File: src/rtl/coo_beat_feeder.sv
// Streams COO nonzeros from a sync-read BRAM into LANES-wide beats for the SpMV multiplier.
// First beat 3 cycles after its last read; the registered beat holds under !out_ready while fetch fills the collect buffer.
module coo_beat_feeder #(
  parameter int LANES    = 4,
  parameter int NUM_ROWS = 128,
  parameter int ADDR_W   = 16,
  parameter int DATA_W   = 32
) (
  input  logic                    clk,
  input  logic                    rst_l,
  input  logic                    start,
  input  logic [ADDR_W-1:0]       base_addr,
  input  logic [31:0]             nnz,
  output logic                    mem_rd_en,
  output logic [ADDR_W-1:0]       mem_addr,
  input  logic [3*DATA_W-1:0]     mem_rdata,
  output logic [LANES*DATA_W-1:0] values,
  output logic [LANES*DATA_W-1:0] row_id,
  output logic [LANES*DATA_W-1:0] col_id,
  output logic                    rdy,
  input  logic                    out_ready,
  input  logic                    mult_done,
  output logic                    busy,
  output logic                    done,
  output logic                    err_row
);

  localparam int                CW      = $clog2(LANES + 1) + 1;
  localparam logic [CW-1:0]     LANES_C = CW'(LANES);
  localparam logic [DATA_W-1:0] PAD_ROW = DATA_W'(NUM_ROWS);

  typedef enum logic [1:0] {
    S_IDLE,
    S_FETCH,
    S_WAIT,
    S_DONE
  } state_t;

  state_t state, state_nxt;

  logic [ADDR_W-1:0] addr;
  logic [31:0]       rem;
  logic              pend;
  logic [CW-1:0]     fill;
  logic [DATA_W-1:0] slot_val [LANES];
  logic [DATA_W-1:0] slot_row [LANES];
  logic [DATA_W-1:0] slot_col [LANES];

  logic          job_start;
  logic          accept;
  logic          last_in_buf;
  logic          xfer;
  logic          issue;
  logic          last_accept;
  logic [CW-1:0] fill_eff;

  logic [DATA_W-1:0] in_val, in_row, in_col;
  logic              bad_row;
  logic [DATA_W-1:0] san_val, san_row, san_col;

  assign in_val  = mem_rdata[2*DATA_W +: DATA_W];
  assign in_row  = mem_rdata[DATA_W   +: DATA_W];
  assign in_col  = mem_rdata[0        +: DATA_W];
  assign bad_row = (in_row >= PAD_ROW);
  assign san_val = bad_row ? '0 : in_val;
  assign san_row = bad_row ? PAD_ROW : in_row;
  assign san_col = bad_row ? '0 : in_col;

  assign mem_rd_en = issue;
  assign mem_addr  = addr;
  assign busy      = (state == S_FETCH) || (state == S_WAIT);
  assign done      = (state == S_DONE);

  always_ff @(posedge clk or negedge rst_l) begin
    if (!rst_l) begin
      state <= S_IDLE;
    end else begin
      state <= state_nxt;
    end
  end

  always_comb begin
    state_nxt   = state;
    job_start   = 1'b0;
    accept      = rdy & out_ready;
    last_in_buf = 1'b0;
    xfer        = 1'b0;
    fill_eff    = fill;
    issue       = 1'b0;
    last_accept = 1'b0;
    case (state)
      S_IDLE, S_DONE: begin
        if (start) begin
          job_start = 1'b1;
          state_nxt = (nnz == 32'd0) ? S_DONE : S_FETCH;
        end
      end
      S_FETCH: begin
        last_in_buf = (fill != '0) && (rem == 32'd0) && !pend;
        xfer        = ((fill == LANES_C) || last_in_buf) && (!rdy || accept);
        fill_eff    = xfer ? '0 : fill;
        // The second term pre-issues the first read of the next beat: with the
        // output register empty and nothing moving into it now, the full
        // collect buffer is guaranteed to drain on the cycle that data lands.
        issue       = (rem != 32'd0) &&
                      (((fill_eff + CW'(pend)) < LANES_C) ||
                       ((fill == LANES_C - CW'(1)) && pend && !rdy));
        last_accept = accept && (fill == '0) && !pend && (rem == 32'd0);
        if (last_accept) begin
          state_nxt = S_WAIT;
        end
      end
      S_WAIT: begin
        if (mult_done) begin
          state_nxt = S_DONE;
        end
      end
      default: state_nxt = S_IDLE;
    endcase
  end

  // Fetch address/count, in-flight flag and the collect buffer.
  always_ff @(posedge clk or negedge rst_l) begin
    if (!rst_l) begin
      addr    <= '0;
      rem     <= '0;
      pend    <= 1'b0;
      fill    <= '0;
      err_row <= 1'b0;
      for (int k = 0; k < LANES; k++) begin
        slot_val[k] <= '0;
        slot_row[k] <= PAD_ROW;
        slot_col[k] <= '0;
      end
    end else if (job_start) begin
      addr    <= base_addr;
      rem     <= nnz;
      pend    <= 1'b0;
      fill    <= '0;
      err_row <= 1'b0;
      for (int k = 0; k < LANES; k++) begin
        slot_val[k] <= '0;
        slot_row[k] <= PAD_ROW;
        slot_col[k] <= '0;
      end
    end else begin
      pend <= issue;
      if (issue) begin
        addr <= addr + ADDR_W'(1);
        rem  <= rem - 32'd1;
      end
      if (pend && bad_row) begin
        err_row <= 1'b1;
      end
      if (xfer) begin
        // Slots restart as padding so a short final beat is padded for free.
        for (int k = 0; k < LANES; k++) begin
          slot_val[k] <= '0;
          slot_row[k] <= PAD_ROW;
          slot_col[k] <= '0;
        end
        if (pend) begin
          slot_val[0] <= san_val;
          slot_row[0] <= san_row;
          slot_col[0] <= san_col;
        end
        fill <= pend ? CW'(1) : '0;
      end else if (pend) begin
        for (int k = 0; k < LANES; k++) begin
          if (fill == CW'(k)) begin
            slot_val[k] <= san_val;
            slot_row[k] <= san_row;
            slot_col[k] <= san_col;
          end
        end
        fill <= fill + CW'(1);
      end
    end
  end

  // Output register; an empty register always presents an idle beat.
  always_ff @(posedge clk or negedge rst_l) begin
    if (!rst_l) begin
      rdy    <= 1'b0;
      values <= '0;
      row_id <= {LANES{PAD_ROW}};
      col_id <= '0;
    end else if (xfer) begin
      rdy <= 1'b1;
      for (int k = 0; k < LANES; k++) begin
        values[k*DATA_W +: DATA_W] <= slot_val[k];
        row_id[k*DATA_W +: DATA_W] <= slot_row[k];
        col_id[k*DATA_W +: DATA_W] <= slot_col[k];
      end
    end else if (accept) begin
      rdy    <= 1'b0;
      values <= '0;
      row_id <= {LANES{PAD_ROW}};
      col_id <= '0;
    end
  end

endmodule

File: config.mk
export PLATFORM = sky130hd
export DESIGN_NAME = coo_beat_feeder
export DESIGN_NICKNAME = d
export VERILOG_FILES = /design/src/rtl/coo_beat_feeder.sv
export SDC_FILE = /design/constraint.sdc
export NUM_CORES = 1
export LEC_CHECK = 0
export CAP_MARGIN = 25
export CORE_UTILIZATION = 44
export CTS_CLUSTER_DIAMETER = 40
export CTS_CLUSTER_SIZE = 25
export DETAILED_ROUTE_END_ITERATION = 12
export PLACE_DENSITY_LB_ADDON = 0.1
export SYNTH_ARGS = -nofsm -noshare
export SYNTH_HDL_FRONTEND = slang
export SYNTH_SLANG_ARGS = --single-unit
export TNS_END_PERCENT = 30
File: constraint.sdc
create_clock -name clk -period 2.81 [get_ports clk]
set_input_delay 0.562 -clock clk [delete_from_list [all_inputs] [get_ports clk]]
set_output_delay 0.562 -clock clk [all_outputs]
set_load 0.02 [all_outputs]
# ---- Yosys cells after proc, flatten, opt, wreduce, memory -nomap -nowiden
# Cells that the tools add are included.
dict set report word_totals {
  word_cells 130
  output_inout_bits 405
  register_bits 825
  in_bits 149
}
dict set report op_classes {
  reduce_logical 36
  magnitude_cmp 2
  n_eq_ne 10
  muxes 55
  n_bitwise 1
  n_addsub 4
}
# cell n
set ops {}
lappend ops {{$mux W128} 14}
lappend ops {{$mux W32} 20}
lappend ops {{$logic_not A32 Y1} 2}
lappend ops {{$ge A32 B8 Y1 const B} 1}
lappend ops {{$mux W16} 2}
lappend ops {{$reduce_bool A32 Y1} 1}
lappend ops {{$sub A32 B1 Y32 const B} 1}
lappend ops {{$add A16 B1 Y16 const B} 1}
lappend ops {{$mux W4} 4}
lappend ops {{$reduce_bool A3 Y1} 5}
lappend ops {{$logic_and A1 B1 Y1} 10}
lappend ops {{$mux W1} 10}
lappend ops {{$eq A4 B2 Y1 const B} 2}
lappend ops {{$mux W2} 4}
lappend ops {{$reduce_and A2 Y1} 4}
lappend ops {{$pmux W2 S3} 1}
lappend ops {{$reduce_bool A2 Y1} 3}
lappend ops {{$add A4 B1 Y4} 1}
lappend ops {{$add A4 B1 Y4 const B} 1}
lappend ops {{$eq A2 B2 Y1 const B} 2}
lappend ops {{$eq A4 B1 Y1 const B} 1}
lappend ops {{$eq A4 B3 Y1 const B} 1}
lappend ops {{$logic_not A4 Y1} 1}
lappend ops {{$logic_or A1 B1 Y1} 4}
lappend ops {{10 further kinds} 12}

# ---- Logic depth before layout (Yosys ltp)
dict set report depth {
  word_depth 13
  depth_mapped 12
}

# ---- Worst setup path after synthesis
# OpenSTA, ideal clock, no wires.
dict set report synth_path {
  path_type {register to output}
  from {reg rem[20]}
  to {out mem_rd_en}
  path_buffers 3
  slack_ns 0.257
  arrival_ns 1.991
  path_stages_with_launch 8
  cell_sequence {dfrtp_1 or3_1 buf_2 or4_4 nor3_4 buf_4 buf_4 nor2_1}
}
dict set report synth_via {
  elab_chain_len 11
  elab_cells_between_ends 12
}
# element line_no
set synth_lines {}
lappend synth_lines {{start, declared} 42} ;# logic [31:0] rem;
lappend synth_lines {{start signal, assigned} 137} ;# rem <= nnz;
lappend synth_lines {{start signal, assigned} 150} ;# rem <= rem - 32'd1;
lappend synth_lines {{$logic_not A32 Y1} 99} ;# last_in_buf = (fill != '0) && (rem == 32'd0) && !pend;
lappend synth_lines {{$logic_and A1 B1 Y1 (2 in a row)} 99}
lappend synth_lines {{$logic_or A1 B1 Y1} 100} ;# xfer = ((fill == LANES_C) || last_in_buf) && (!rdy || accept);
lappend synth_lines {{$logic_and A1 B1 Y1} 100}
lappend synth_lines {{$mux W4} 101} ;# fill_eff = xfer ? '0 : fill;
lappend synth_lines {{$add A4 B1 Y4} 106} ;# (((fill_eff + CW'(pend)) < LANES_C) ||
lappend synth_lines {{$lt A4 B3 Y1} 106}
lappend synth_lines {{$logic_or A1 B1 Y1} 106}
lappend synth_lines {{$logic_and A1 B1 Y1 *} 105} ;# issue = (rem != 32'd0) &&
lappend synth_lines {{$mux W1 *} 91} ;# case (state)
lappend synth_lines {{end, declared} 14} ;# output logic mem_rd_en,
# Mark *: on every way between the ends. The rest lies on a longest branch, timed or not.

# ---- Final worst setup path
dict set report layout_path {
  from {reg rem[19]}
  to {out mem_rd_en}
}
# The elaborated chain is that of the path after synthesis.

==> summary.md <==
| Metric | Value |
|---|---|
| Gr usage total | `0.273` |
| Util after Layout | `0.601` |
| Total grt overflow | `0` |
| Largest net degree at the start of global routing | `89` |
| Site Rows | `105` |
| Ys Warns | `0` |
| Post-synth EDFFs | `0` |
| CP Launch Type | `register` |
| Final Hold Vio Count | `0` |
| Starting DRT DRC Count | `2221` |
| Clock tree buffer depth | `3` |
| RD Place Congestion | `0.820` |
| Fillers | `6974` |
| Most frequent cell after synthesis | `dfrtp_1` |
| CP Class | `reg -> out` |
| VDD IR-drop max | `0.662 mV` |
| Async set-or-reset flop fraction in the synthesized netlist | `1.00` |
| Syn nets | `roughly 3800` |
| Leakage | `21.5 nW` |
| Fraction of layout instances using a drive strength above 1 | `0.162` |
| DP Worst Slack | `-0.234 ns` |
| Register area share after synthesis | `0.568` |
| Worst slew pin tran | `0.818 ns` |
| Failing checks | `negative setup slack` |
| Crit path required time | `2.25 ns` |
| Vias | `between 30000 and 40000` |
| Via density | `5.63` |
| Skew final | `0.0297 ns` |
| Synthesized instance count | `3602` |
| Tmin final | `2.91 ns` |
| Root buffer cell | `clkbuf_16` |
| Setup ws final | `-0.0957 ns` |
| Post-synth top area share | `0.562` |
| Synth area leaders | `dfrtp_1, o31ai_2, nand2_1, o21ai_0, a21oi_1` |
| RSZ-0062 raised after global routing | `true` |
| Max Cap Viol | `0` |
| Clock sinks | `825` |
| Die Ht | `290 microns` |
| Setup crit end kind | `output pin` |
| Remaining DRCs | `0` |
| Die area | `83800 sq um` |
| Finished Cell Area | `49200 sq um` |
| R2R Path End | `row_id[62]$_DFFE_PN0P_` |
| I/O Buffers | `553` |
| Layout area overhead | `35.3%` |
| Cell taking the most area after synthesis | `dfrtp_1` |
| Status | `finished, violations left` |
| H-tree Lvls | `4` |
| Post-synth top cells | `dfrtp_1, nand2_1, o21ai_0, clkbuf_1` |
| Placed insts | `5094` |
| DR WL/cell | `21.6 microns` |
| First-pass GRT wire length | `~180000 microns` |
| Worst skew pair latency | `about 0.69 ns` |
| WP data arrival | `2.34 ns` |
| Slew HR | `0.454` |
| Final worst path period share | `1.03` |
| Power density cells | `~900 nW/um^2` |
| Worst reg2reg path startpoint | `fill[1]$_DFFE_PN0P_` |
| Fmax | `roughly 340 MHz` |
| Hold Slack | `between 0.3 and 0.4 ns` |
| I/O pin total | `roughly 550` |
| Initial Util | `0.444` |
| DP Wirelength | `76900 microns` |
| Nets | `around 4300` |
| TritonCTS clock tree | `yes` |
| Netlist cell types | `between 60 and 70` |
| Crit-path max FO | `3` |
| Flops & latches, synth | `about 830` |
| Initial antenna violation count | `8` |
| R2r setup slk | `around 0.19 ns` |
| Reg clk slew, reported paths | `roughly 0.060 ns` |
| Cell Count, Final, Fillers Out | `about 5300` |
| WL final | `115000 microns` |
| Reg2Reg Depth | `10` |
| Max Slew Vio Count | `0` |
| Post-synth top flop | `dfrtp_1` |
| Number of global-route vias before repair | `29476` |
| Mean Syn Cell Area | `10.1 sq um` |
| Antenna viol nets, final | `0` |
| Min-Delay Path Class | `in -> async` |
| TritonCTS buffer count | `131` |
| Core footprint | `82000 sq um` |
| DRT Pass-1 Iters | `6` |
| Dpl cell area | `about 44000 sq um` |
| Die width | `around 290 microns` |
| Synthesized cell area | `36400 sq um` |
| Final setup vio count | `1` |
## logic make-up (layout without fill, tap and decap cells)
kind of cell	Yosys count	count (layout)	synth area share
flip-flops	825	825	0.568
buffers and inverters	455	1121	0.0556
XOR/XNOR	3	3	0.000722
AND/OR/NAND/NOR	1216	1216	0.150
AO/OA/AOI/OAI	993	993	0.195
other	0	3	0
multiplexers	100	100	0.0276
adder cells (fa/ha/maj)	10	10	0.00344
## timing repair
action	4_1_cts	5_1_grt
endpoints found under the setup margin	2	2
endpoints found under the hold margin	35	0
resized for setup	9	3
pin swaps	5	5
hold buffers	1	0
buffers inserted	3	2
## sequential cells by signal (all words and copies together) (netlist names), 2 cells and up
register and flops:
mem_addr 16, slot_row 128, fill 4, values 128
col_id 128, rem 32, state 2, row_id 128
slot_col 128, slot_val 128
## metal layers
layer  part of all wire  GRT usage  up-vias  routed length (microns)
met5            0.00062          0        -                       72
met4              0.029     0.0916       12                     3290
met3              0.058     0.0557      213                     6690
met2               0.48      0.442      875                    55800
met1               0.43      0.366    15125                    49300
li1                   -          -    13840                        -
## stage by stage
step | total power, mW | TNS [ns]
detailed placement | 28.3 | -26.09
CTS | 45.5 | -0.195
global placement | 28.2 | -15.23
finish | 45.2 | -0.0957
floorplan | 21.3 | 0
global route | 47.1 | -0.177
## layout make-up
cell class | instances | area, sq um | share of cell area
Tap cell | 1070 | 1340 | 0.0272
Clock buffer | 164 | 3640 | 0.0739
Antenna cell | 3 | 7.51 | 0.000152
Sequential cell | 825 | 20700 | 0.420
Multi-Input combinational cell | 2322 | 13800 | 0.281
Clock inverter | 74 | 1040 | 0.0211
Timing Repair Buffer | 775 | 8300 | 0.169
Inverter | 108 | 405 | 0.00823
## power by group
part	internal [mW]	leakage (nW)	switching, mW
Sequential	13.7	11.3	1.56
Combinational	5.22	7.95	7.67
Clock	11.0	2.26	6.03
## worst max-delay path, cell delays in order (launching register included)
cell     delay [ns]
dfrtp_1        0.39
or3_4          0.40
or4_4          0.46
nor3_4         0.21
nor2_2         0.08
buf_6          0.14
## worst max-delay path by stage
stage / startpoint / end / slack (ns) / depth (start not counted)
after floorplan: rem[20]$_DFFE_PN0P_ / mem_rd_en / 0.26 / 7
after global placement: out_ready / mem_rd_en / -0.28 / 6
after detailed placement: out_ready / mem_rd_en / -0.23 / 6
after CTS: rem[18]$_DFFE_PN0P_ / mem_rd_en / -0.20 / 5
after global routing: rem[20]$_DFFE_PN0P_ / mem_rd_en / -0.18 / 5
final: rem[19]$_DFFE_PN0P_ / mem_rd_en / -0.1 / 5
## cell usage in the layout (no fill, tap or decap), types with 87 or more instances in the layout
cell               n
nor2_1           129
clkbuf_16        134
buf_4            134
dfrtp_1          817
o21ai_0          306
mux2i_1           98
buf_12            87
a21oi_1          236
nand3_1          233
nand2_1          613
o31ai_1          102
inv_1            107
clkdlybuf4s50_1  550
o31ai_2          200
Power figures use the tool's default switching activity.
